===== src/rtl/alu_sequencer.sv =====
// Multi-cycle ALU sequencer: decodes ALUOp/Function, runs 1-cycle ops in EXEC and shift-add mult / restoring div in ITER.
// Optional divider hardware is built only when ALU_SEQ_DIVIDE_EN is defined.
//
// state | meaning
// IDLE  | waiting for Start, Ready=1
// EXEC  | single-cycle op (add/sub/and/or, div-by-zero, div without divider)
// ITER  | one mult/div step per clock, counter runs WIDTH..1
// DONE  | one-cycle Done pulse, results valid
module alu_sequencer #(
    parameter int WIDTH = 16
) (
    input  logic             clk,
    input  logic             rst_n,
    input  logic             Start,
    input  logic             Abort,
    input  logic [1:0]       ALUOp,
    input  logic [3:0]       Function,
    input  logic [WIDTH-1:0] A,
    input  logic [WIDTH-1:0] B,
    output logic             Ready,
    output logic             Busy,
    output logic [2:0]       ALUControl,
    output logic [WIDTH-1:0] Result,
    output logic [WIDTH-1:0] ResultHi,
    output logic             Done,
    output logic             DivByZero
);

    localparam int CW = $clog2(WIDTH + 1);

    localparam logic [1:0] S_IDLE = 2'd0;
    localparam logic [1:0] S_EXEC = 2'd1;
    localparam logic [1:0] S_ITER = 2'd2;
    localparam logic [1:0] S_DONE = 2'd3;

    localparam logic [2:0] OP_ADD = 3'b000;
    localparam logic [2:0] OP_SUB = 3'b001;
    localparam logic [2:0] OP_MUL = 3'b010;
    localparam logic [2:0] OP_DIV = 3'b011;
    localparam logic [2:0] OP_AND = 3'b100;
    localparam logic [2:0] OP_OR  = 3'b101;

    logic [1:0]       state_q, state_d;
    logic [CW-1:0]    cnt_q, cnt_d;
    logic [WIDTH-1:0] a_q, a_d;
    logic [WIDTH-1:0] b_q, b_d;
    logic [2:0]       code_q, code_d;
    logic [WIDTH-1:0] res_q, res_d;
    logic [WIDTH-1:0] res_hi_q, res_hi_d;
    logic             dbz_q, dbz_d;
    // Working accumulator kept apart from Result so an abort leaves old results intact.
    logic [WIDTH-1:0] acc_hi_q, acc_hi_d;
    logic [WIDTH-1:0] acc_lo_q, acc_lo_d;

    logic [2:0]       dec_code;
    logic [WIDTH-1:0] step_hi;
    logic [WIDTH-1:0] step_lo;
    logic [WIDTH:0]   mul_sum;

    function automatic logic [2:0] decode(input logic [1:0] op, input logic [3:0] fn);
        logic [2:0] c;
        c = OP_ADD;
        case (op)
            2'b10: c = OP_AND;
            2'b11: c = OP_OR;
            2'b00: begin
                case (fn)
                    4'b0000: c = OP_ADD;
                    4'b0001: c = OP_SUB;
                    4'b0100: c = OP_MUL;
                    4'b0101: c = OP_DIV;
                    default: c = OP_ADD;
                endcase
            end
            default: c = OP_ADD;
        endcase
        return c;
    endfunction

    assign dec_code = decode(ALUOp, Function);

    // Multiplier in acc_lo shifts out LSB-first while partial sums shift into acc_hi.
    assign mul_sum = {1'b0, acc_hi_q} + {1'b0, (acc_lo_q[0] ? a_q : {WIDTH{1'b0}})};

`ifdef ALU_SEQ_DIVIDE_EN
    logic [WIDTH:0] div_shift;
    logic [WIDTH:0] div_trial;
    assign div_shift = {acc_hi_q, acc_lo_q[WIDTH-1]};
    assign div_trial = div_shift - {1'b0, b_q};
`endif

    always_comb begin
        step_hi = {mul_sum[WIDTH:1]};
        step_lo = {mul_sum[0], acc_lo_q[WIDTH-1:1]};
`ifdef ALU_SEQ_DIVIDE_EN
        // Remainder in acc_hi, dividend shifts out of acc_lo as quotient bits shift in.
        if (code_q == OP_DIV) begin
            if (!div_trial[WIDTH]) begin
                step_hi = div_trial[WIDTH-1:0];
                step_lo = {acc_lo_q[WIDTH-2:0], 1'b1};
            end else begin
                step_hi = div_shift[WIDTH-1:0];
                step_lo = {acc_lo_q[WIDTH-2:0], 1'b0};
            end
        end
`endif
    end

    always_comb begin
        state_d  = state_q;
        cnt_d    = cnt_q;
        a_d      = a_q;
        b_d      = b_q;
        code_d   = code_q;
        res_d    = res_q;
        res_hi_d = res_hi_q;
        dbz_d    = dbz_q;
        acc_hi_d = acc_hi_q;
        acc_lo_d = acc_lo_q;

        case (state_q)
            S_IDLE: begin
                if (Start) begin
                    code_d = dec_code;
                    a_d    = A;
                    b_d    = B;
                    dbz_d  = 1'b0;
                    if (dec_code == OP_MUL) begin
                        state_d  = S_ITER;
                        cnt_d    = CW'(WIDTH);
                        acc_hi_d = '0;
                        acc_lo_d = B;
`ifdef ALU_SEQ_DIVIDE_EN
                    end else if (dec_code == OP_DIV && B != '0) begin
                        state_d  = S_ITER;
                        cnt_d    = CW'(WIDTH);
                        acc_hi_d = '0;
                        acc_lo_d = A;
`endif
                    end else begin
                        state_d = S_EXEC;
                    end
                end
            end
            S_EXEC: begin
                if (Abort) begin
                    state_d = S_IDLE;
                end else begin
                    state_d  = S_DONE;
                    res_hi_d = '0;
                    case (code_q)
                        OP_ADD:  res_d = a_q + b_q;
                        OP_SUB:  res_d = a_q - b_q;
                        OP_AND:  res_d = a_q & b_q;
                        OP_OR:   res_d = a_q | b_q;
`ifdef ALU_SEQ_DIVIDE_EN
                        OP_DIV: begin
                            res_d    = '1;
                            res_hi_d = a_q;
                            dbz_d    = 1'b1;
                        end
`endif
                        default: res_d = '0;
                    endcase
                end
            end
            S_ITER: begin
                if (Abort) begin
                    state_d = S_IDLE;
                end else begin
                    cnt_d    = cnt_q - 1'b1;
                    acc_hi_d = step_hi;
                    acc_lo_d = step_lo;
                    if (cnt_q == CW'(1)) begin
                        state_d  = S_DONE;
                        res_d    = step_lo;
                        res_hi_d = step_hi;
                    end
                end
            end
            S_DONE: state_d = S_IDLE;
            default: state_d = S_IDLE;
        endcase
    end

    always_ff @(posedge clk or negedge rst_n) begin
        if (!rst_n) begin
            state_q  <= S_IDLE;
            cnt_q    <= '0;
            a_q      <= '0;
            b_q      <= '0;
            code_q   <= OP_ADD;
            res_q    <= '0;
            res_hi_q <= '0;
            dbz_q    <= 1'b0;
            acc_hi_q <= '0;
            acc_lo_q <= '0;
        end else begin
            state_q  <= state_d;
            cnt_q    <= cnt_d;
            a_q      <= a_d;
            b_q      <= b_d;
            code_q   <= code_d;
            res_q    <= res_d;
            res_hi_q <= res_hi_d;
            dbz_q    <= dbz_d;
            acc_hi_q <= acc_hi_d;
            acc_lo_q <= acc_lo_d;
        end
    end

    assign Ready      = (state_q == S_IDLE);
    assign Busy       = (state_q == S_EXEC) || (state_q == S_ITER);
    assign Done       = (state_q == S_DONE);
    assign ALUControl = code_q;
    assign Result     = res_q;
    assign ResultHi   = res_hi_q;
    assign DivByZero  = dbz_q;

endmodule


===== config.mk =====
export PLATFORM = sky130hd
export DESIGN_NAME = alu_sequencer
export DESIGN_NICKNAME = d
export VERILOG_FILES = /design/src/rtl/alu_sequencer.sv
export SDC_FILE = /design/constraint.sdc
export NUM_CORES = 1
export LEC_CHECK = 0
export ABC_AREA = 1
export CAP_MARGIN = 30
export CORE_AREA = 2 2 127 129
export CTS_CLUSTER_DIAMETER = 40
export DETAILED_ROUTE_END_ITERATION = 7
export DIE_AREA = 0 0 129 131
export DONT_BUFFER_PORTS = 1
export PLACE_DENSITY = 0.69
export SLEW_MARGIN = 10
export SYNTH_ARGS = -nofsm -noshare
export SYNTH_HDL_FRONTEND = slang
export SYNTH_SLANG_ARGS = --single-unit

===== constraint.sdc =====
create_clock -name clk -period 4.1 [get_ports clk]
set_input_delay 1.23 -clock clk [delete_from_list [all_inputs] [get_ports clk]]
set_output_delay 1.23 -clock clk [all_outputs]
set_load 0.02 [all_outputs]

==> metrics, run 1 <==
result of the run=complete, no violations; sinks on the clock net=106; WHS=about 0.49 ns; Slowest cell on crit path=sky130_fd_sc_hd__dfrtp_1; register bit count reported by yosys=between 100 and 150; Fmax achieved=roughly 310 MHz; max-slew violation total from the final report=0; max-capacitance violation count=0; RSZ-0062 raised after global routing=false; most instantiated flip-flop cell in the synthesis netlist=sky130_fd_sc_hd__dfrtp_1; buffer cell driving the clock tree root=sky130_fd_sc_hd__clkbuf_16; cell-by-cell trace of the critical path=inv_1, nor2_1, nand2_1, inv_1, or2_2, xnor2_1, inv_1, ha_1, a21oi_1, nand3_1, nand2_1, nand2_1, or2_2, nand3_1, nand2_1, nand2_1, a21oi_1; worst slew margin relative to its limit=between 50% and 60%; fill cell count=between 1500 and 2000; Post-Syn Nets=approximately 1100; share of post-route cells with drive strength above 1=~4%; TritonRoute pass-1 iters=5; sequential fraction of the synthesis area=between 30% and 40%; areal power density over the cells=962 nW/µm²; synth top area cells=sky130_fd_sc_hd__dfrtp_1 39%, sky130_fd_sc_hd__nand2_1 18%, sky130_fd_sc_hd__ha_1 7.3%; maximum net fanout on the critical path=12; synthesized area divided by synthesized cell count=between 7 and 8 µm²; highest-count cells in the layout ignoring fill and taps=333 x sky130_fd_sc_hd__nand2_1, 106 x sky130_fd_sc_hd__dfrtp_1, 89 x sky130_fd_sc_hd__inv_1; slew of the pin with the lowest slew margin=around 0.63 ns; data arrival time of the worst path=approximately 3.5 ns; most repeated library cell on the critical path=sky130_fd_sc_hd__nand2_1; grt ovf=0; Die Span Y=~130 µm; cts hold-fix bufs=0; clock tree skew after final layout=between 0.008 and 0.009 ns; horizontal die dimension=around 130 µm; IO Count=between 80 and 90; initial core utilization=roughly 44%; biggest area consumer among synthesized cells=sky130_fd_sc_hd__dfrtp_1; Post-route DRC=0; final critical path time including I/O delays and setup=3.23 ns; fin crit share=78.8%; area of the placeable core=15600 µm²; Finish-stage setup viols=0; maximum vdd drop=between 0.0006 and 0.0007 V; maximum buffer depth of the clock tree=2; port buffer count=0; number of antenna violations at the first check in global routing=0; maximum level of the CTS H-tree=3; Via-to-Cell Ratio=5.35; number of nets with antenna violations after routing=0; post-cts repair resize count=0; family of cells with the greatest summed delay on the critical path=simple AND/OR/NAND/NOR gates; vias in the first global route=roughly 5800; post-synthesis instance area=6870 µm²; share of synthesized flip-flops with an asynchronous set or reset=between 90% and 100%; library cells used by synthesis=40; total count of hold-check failures in the final report=0; area growth from synthesis to final layout=6.26%; cts bufs inserted=9; placer's final routability congestion estimate=0.918; number of antenna diodes=0; number of cell rows=between 40 and 50; Reg clk slew, reported paths=roughly 0.07 ns; pin count of the biggest net entering global routing=107; Worst Path Buf+Inv=3; final layout net count=about 1000; type of the tightest min-delay check=flip-flop to flip-flop; clock tree from TritonCTS=yes; number of buffers inserted to repair setup after CTS=0; kind of start point of the critical path=flip-flop; dpl hpwl=13.8 mm; path type of the worst setup path=flip-flop to flip-flop; synthesized netlist cell count=about 970; routed length per placed instance=16.4 µm; All-Layer GR Usage=approximately a quarter; commonest non-fill, non-tap cell in the layout=sky130_fd_sc_hd__nand2_1; later-pin clock latency in the skew report=roughly 0.36 ns; Warnings, synthesis=0; required time of the critical path=4.35 ns; final routed wirelength across all metal layers=between 15 and 20 mm; number of flops mapped to enable cells by yosys=0; endpoint class of the critical path=flip-flop; area of the die=between 15000 and 20000 µm²; area share of the leading cell type in the synthesized netlist=a little under 40%; summed negative setup slack over all endpoints=0 ns; crit-path max cell delay=around 0.47 ns; number of DRC markers after the initial detailed-route iteration=504; via count=6253; first-pass GRT wire length=31.1 mm; Lkg Pwr=between 3 and 4 nW
-- final timing paths --
check | start | endpoint | slack, ns | depth (start not counted)
hold / removal | acc_hi_q[3] | acc_hi_q[3] | 0.49 | 2
setup / recovery | ALUControl[0] | Result[10] | 0.87 | 17
hold reg to reg | acc_hi_q[3] | acc_hi_q[3] | 0.49 | 2
setup reg to reg | ALUControl[0] | Result[10] | 0.87 | 17
max in group asynchronous | rst_n | b_q[8] | 3.37 | 0
min in group asynchronous | rst_n | ResultHi[4] | 0.56 | 0
-- power by group --
part           internal (W)  total [W]  switching, W
Combinational       0.00139    0.00398       0.00259
Sequential          0.00149    0.00214      0.000655
Clock              0.000489   0.000902      0.000413
-- cell type report --
class | instances | area, µm² | share of cell area (%)
multi-input cells | 733 | 3690 | 50.5
flip-flops and latches | 106 | 2650 | 36.3
inverters | 93 | 349 | 4.78
well taps | 216 | 270 | 3.70
clock buffers | 11 | 243 | 3.32
clock inverters | 4 | 52.6 | 0.719
repair buffers | 6 | 45.0 | 0.617
-- layer usage --
layer / part of all wire [%] / global-route usage, % / up-vias
li1: - / - / 3083
met1: 45 / 31.5 / 2898
met2: 44 / 37.5 / 230
met4: 3.2 / 8.76 / 0
met5: 0 / 0 / -
met3: 7.6 / 5.86 / 42
-- through the flow --
step                std cells  setup WS, ns  instance area (µm²)  util, %  power (W)
floorplan                 966          1.34                 6870        -    0.00514
global placement         1154         0.999                 7010     44.9    0.00602
detailed placement       1154         0.909                 7010     44.9    0.00608
CTS                      1169         0.881                 7300     46.8    0.00701
global route             1169         0.480                 7300     46.8    0.00773
finish                   1169         0.868                 7300     46.8    0.00703
-- worst reg2reg max path: stages (launching register included) --
cell and delay [ns]:
sky130_fd_sc_hd__dfrtp_1 0.47, sky130_fd_sc_hd__inv_1 0.12, sky130_fd_sc_hd__nor2_1 0.06, sky130_fd_sc_hd__nand2_1 0.31, sky130_fd_sc_hd__inv_1 0.20, sky130_fd_sc_hd__or2_2 0.34, sky130_fd_sc_hd__xnor2_1 0.13, sky130_fd_sc_hd__inv_1 0.05
sky130_fd_sc_hd__ha_1 0.33, sky130_fd_sc_hd__a21oi_1 0.21, sky130_fd_sc_hd__nand3_1 0.22, sky130_fd_sc_hd__nand2_1 0.11, sky130_fd_sc_hd__nand2_1 0.06, sky130_fd_sc_hd__or2_2 0.27, sky130_fd_sc_hd__nand3_1 0.07, sky130_fd_sc_hd__nand2_1 0.06
sky130_fd_sc_hd__nand2_1 0.05, sky130_fd_sc_hd__a21oi_1 0.06
-- cells in the mapped netlist, types with 5 or more instances --
library cell and n:
sky130_fd_sc_hd__o211ai_1 9, sky130_fd_sc_hd__ha_1 40, sky130_fd_sc_hd__dfrtp_1 106, sky130_fd_sc_hd__or2_2 8
sky130_fd_sc_hd__nor2_1 73, sky130_fd_sc_hd__nand2_1 333, sky130_fd_sc_hd__a21oi_1 62, sky130_fd_sc_hd__o21ai_0 52
sky130_fd_sc_hd__nand3_1 67, sky130_fd_sc_hd__a31oi_1 13, sky130_fd_sc_hd__nor3_1 5, sky130_fd_sc_hd__nand3b_1 6
sky130_fd_sc_hd__buf_2 11, sky130_fd_sc_hd__xor2_1 9, sky130_fd_sc_hd__xnor2_1 8, sky130_fd_sc_hd__o21ai_1 17
sky130_fd_sc_hd__clkbuf_1 15, sky130_fd_sc_hd__inv_1 89
-- state kept, by name, indices dropped and copies added, names as in the netlist --
name	cells
Result	16
acc_hi_q	16
ResultHi	16
acc_lo_q	16
cnt_q	5
state_q	2
a_q	16
ALUControl	3
b_q	16
-- kinds of logic after synthesis --
logic type | count (synthesis) | synth area share [%]
AOI/OAI and AO/OA | 170 | 13.6
xor gates and xnor gates | 17 | 2.17
adders and majority gates | 42 | 7.86
buffers and inverters | 127 | 7.70
DFF | 106 | 38.6
other | 1 | 0.0546
and+or+nand+nor | 503 | 30.1
No activity file was read; power rests on OpenSTA's default activity.
==> run 2: changes to the inputs <==
- clock period: 4.1 -> 3 ns (I/O delays scaled with it)
==> run 2 against run 1 <==
Compared with the run above: sequential share of layout area shrank 0.86 points; combinational power increased by 43%; cell area rose by 2.5%; clock skew barely moved; core utilization grew 1.2 points; worst hold slack worse by 0.27 ns; setup slack lost 0.65 ns; global-route usage decreased by 0.21 points; critical endpoint is now Result[13].
==> metrics, run 2 (synthesis gave the netlist of run 1 again) <==
RSZ-0062 raised after global routing=true; port buffer count=0 (unchanged); number of antenna violations at the first check in global routing=0 (unchanged); Reg clk slew, reported paths=0.08 ns (about the same); endpoint class of the critical path=flip-flop; max-slew violation total from the final report=0 (unchanged); number of cell instances on the worst register-to-register path=18 (+1); post-route cell area=7490 µm² (+2.5%); placer's final routability congestion estimate=0.963 (+4.9%); maximum net fanout on the critical path=6 (-6); routed length per placed instance=16.1 µm (-2.3%); areal power density over the cells=1310 nW/µm² (+36%); area of the placeable core=15600 µm² (unchanged); dpl hpwl=13.8 mm (+0.21%); max-capacitance violation count=0 (unchanged); total count of hold-check failures in the final report=0 (unchanged); result of the run=complete, no violations; clock tree skew after final layout=0.00874 ns (+0.0000981 ns); initial core utilization=44.1% (unchanged); WHS=0.226 ns (-0.265 ns); post-placement cell area=7100 µm² (+1.4%); maximum buffer depth of the clock tree=2 (unchanged); data arrival time of the worst path=3.08 ns (-0.40 ns); clock tree from TritonCTS=yes; via count=6163 (-1.4%); later-pin clock latency in the skew report=0.37 ns (about the same); share of post-route cells with drive strength above 1=6.63% (+2.6 points); final critical path time including I/O delays and setup=2.79 ns (-0.447 ns); Via-to-Cell Ratio=5.21 (-2.5%); Post-Route Utilization=48.0% (+1.2 points); pin count of the biggest net entering global routing=107 (unchanged); number of DRC markers after the initial detailed-route iteration=505 (+0.20%); kind of start point of the critical path=flip-flop; Finish-stage setup viols=0 (unchanged); Fmax achieved=359 MHz (+16%); area growth from synthesis to final layout=8.90%; final routed wirelength across all metal layers=19.0 mm (-1.2%); worst slew margin relative to its limit=59.3% (+1.3 points); first-pass GRT wire length=30.5 mm (-1.8%); Lkg Pwr=3.95 nW (+1.7%); fin crit share=92.8% (+14 points); buffer cell driving the clock tree root=sky130_fd_sc_hd__clkbuf_16; path type of the worst setup path=flip-flop to flip-flop; maximum vdd drop=0.000787 V (+25%); number of cell rows=46 (unchanged); maximum level of the CTS H-tree=3 (unchanged); vias in the first global route=5862 (+0.60%); All-Layer GR Usage=23.4% (-0.21 points); area of the die=16900 µm² (unchanged); horizontal die dimension=129 µm (unchanged); required time of the critical path=3.29 ns (-1.06 ns); highest-count cells in the layout ignoring fill and taps=332 x sky130_fd_sc_hd__nand2_1, 105 x sky130_fd_sc_hd__dfrtp_1, 87 x sky130_fd_sc_hd__inv_1; type of the tightest min-delay check=input pin to async pin; Post-route DRC=0 (unchanged); grt ovf=0 (unchanged); TritonRoute pass-1 iters=5 (unchanged); sinks on the clock net=106 (unchanged); slew of the pin with the lowest slew margin=0.610 ns (-0.0187 ns); cts bufs inserted=9 (unchanged); number of antenna diodes=0 (unchanged); number of nets with antenna violations after routing=0 (unchanged); total power consumption of the routed design=0.00983 W (+40%); commonest non-fill, non-tap cell in the layout=sky130_fd_sc_hd__nand2_1; IO Count=81 (unchanged); Die Span Y=131 µm (unchanged); final layout net count=1045 (+1.2%)
run 2: cell types whose count changed in the layout (fill, tap and decap cells not counted), sizes merged:
cell	delta
clkinvlp	+2
inv	+1
buf	+12
clkinv	-2
run 2: what timing repair did:
action                                  in CTS  in global routing
setup buffers                                0                  1
resized for setup                            1                 18
pin swaps                                    0                  3
endpoints found under the setup margin       1                  9
hold buffers                                 0                  0
gates cloned                                 0                  0
run 2: worst max-delay path: stages, from the launching register on:
cell and delay [ns]:
sky130_fd_sc_hd__dfrtp_1 0.41, sky130_fd_sc_hd__inv_2 0.09, sky130_fd_sc_hd__ha_1 0.16, sky130_fd_sc_hd__nand2_1 0.10, sky130_fd_sc_hd__nor3_2 0.18, sky130_fd_sc_hd__nand2_2 0.14, sky130_fd_sc_hd__o31ai_4 0.20, sky130_fd_sc_hd__xor2_1 0.28
sky130_fd_sc_hd__ha_4 0.27, sky130_fd_sc_hd__nand2_1 0.08, sky130_fd_sc_hd__nand2_1 0.06, sky130_fd_sc_hd__o21bai_1 0.15, sky130_fd_sc_hd__nor2_1 0.16, sky130_fd_sc_hd__nand2_1 0.07, sky130_fd_sc_hd__nand2_1 0.06, sky130_fd_sc_hd__nand3_1 0.06
sky130_fd_sc_hd__nand2_1 0.08, sky130_fd_sc_hd__nand2_1 0.05, sky130_fd_sc_hd__a21oi_1 0.12
run 2: stage by stage:
stage,setup WS (ns),TNS (ns),instances
finish,0.215,0,1182
global route,-0.0149,-0.0261,1182
CTS,0.00460,0,1181
detailed placement,0.0288,0,1165
global placement,0.116,0,1165
floorplan,0.240,0,966
run 2: path summary, 6_finish.rpt:
| kind | slack, ns | start | to |
|---|---|---|---|
| hold / removal | 0.23 | rst_n | ResultHi[13] |
| setup reg to reg | 0.21 | b_q[0] | Result[13] |
| hold reg to reg | 0.49 | acc_hi_q[7] | acc_hi_q[7] |
| setup / recovery | 0.21 | b_q[0] | Result[13] |
| min in group clk | 0.49 | acc_hi_q[7] | acc_hi_q[7] |
| max in group asynchronous | 2.60 | rst_n | b_q[2] |
run 2: area by class of cell:
class                           count  area [µm²]
Tap cell                          216         270
Timing Repair Buffer               18         148
Multi-Input combinational cell    733        3770
Clock inverter                      5        62.6
Clock buffer                       11         233
Sequential cell                   106        2650
Fill cell                        1571        8110
Inverter                           93         349
run 2: power by group:
group	internal, W	switching, W
clock network	0.000653	0.000579
logic	0.00208	0.00363
registers	0.00203	0.000849
total	0.00477	0.00506
run 2: per-layer routing:
layer	up-vias	share of wire, %	track usage, %
met5	-	0	0
met4	0	2.1	6.52
met3	27	7.0	6.92
met2	190	45	37.7
met1	2831	46	30.9
li1	3115	-	-
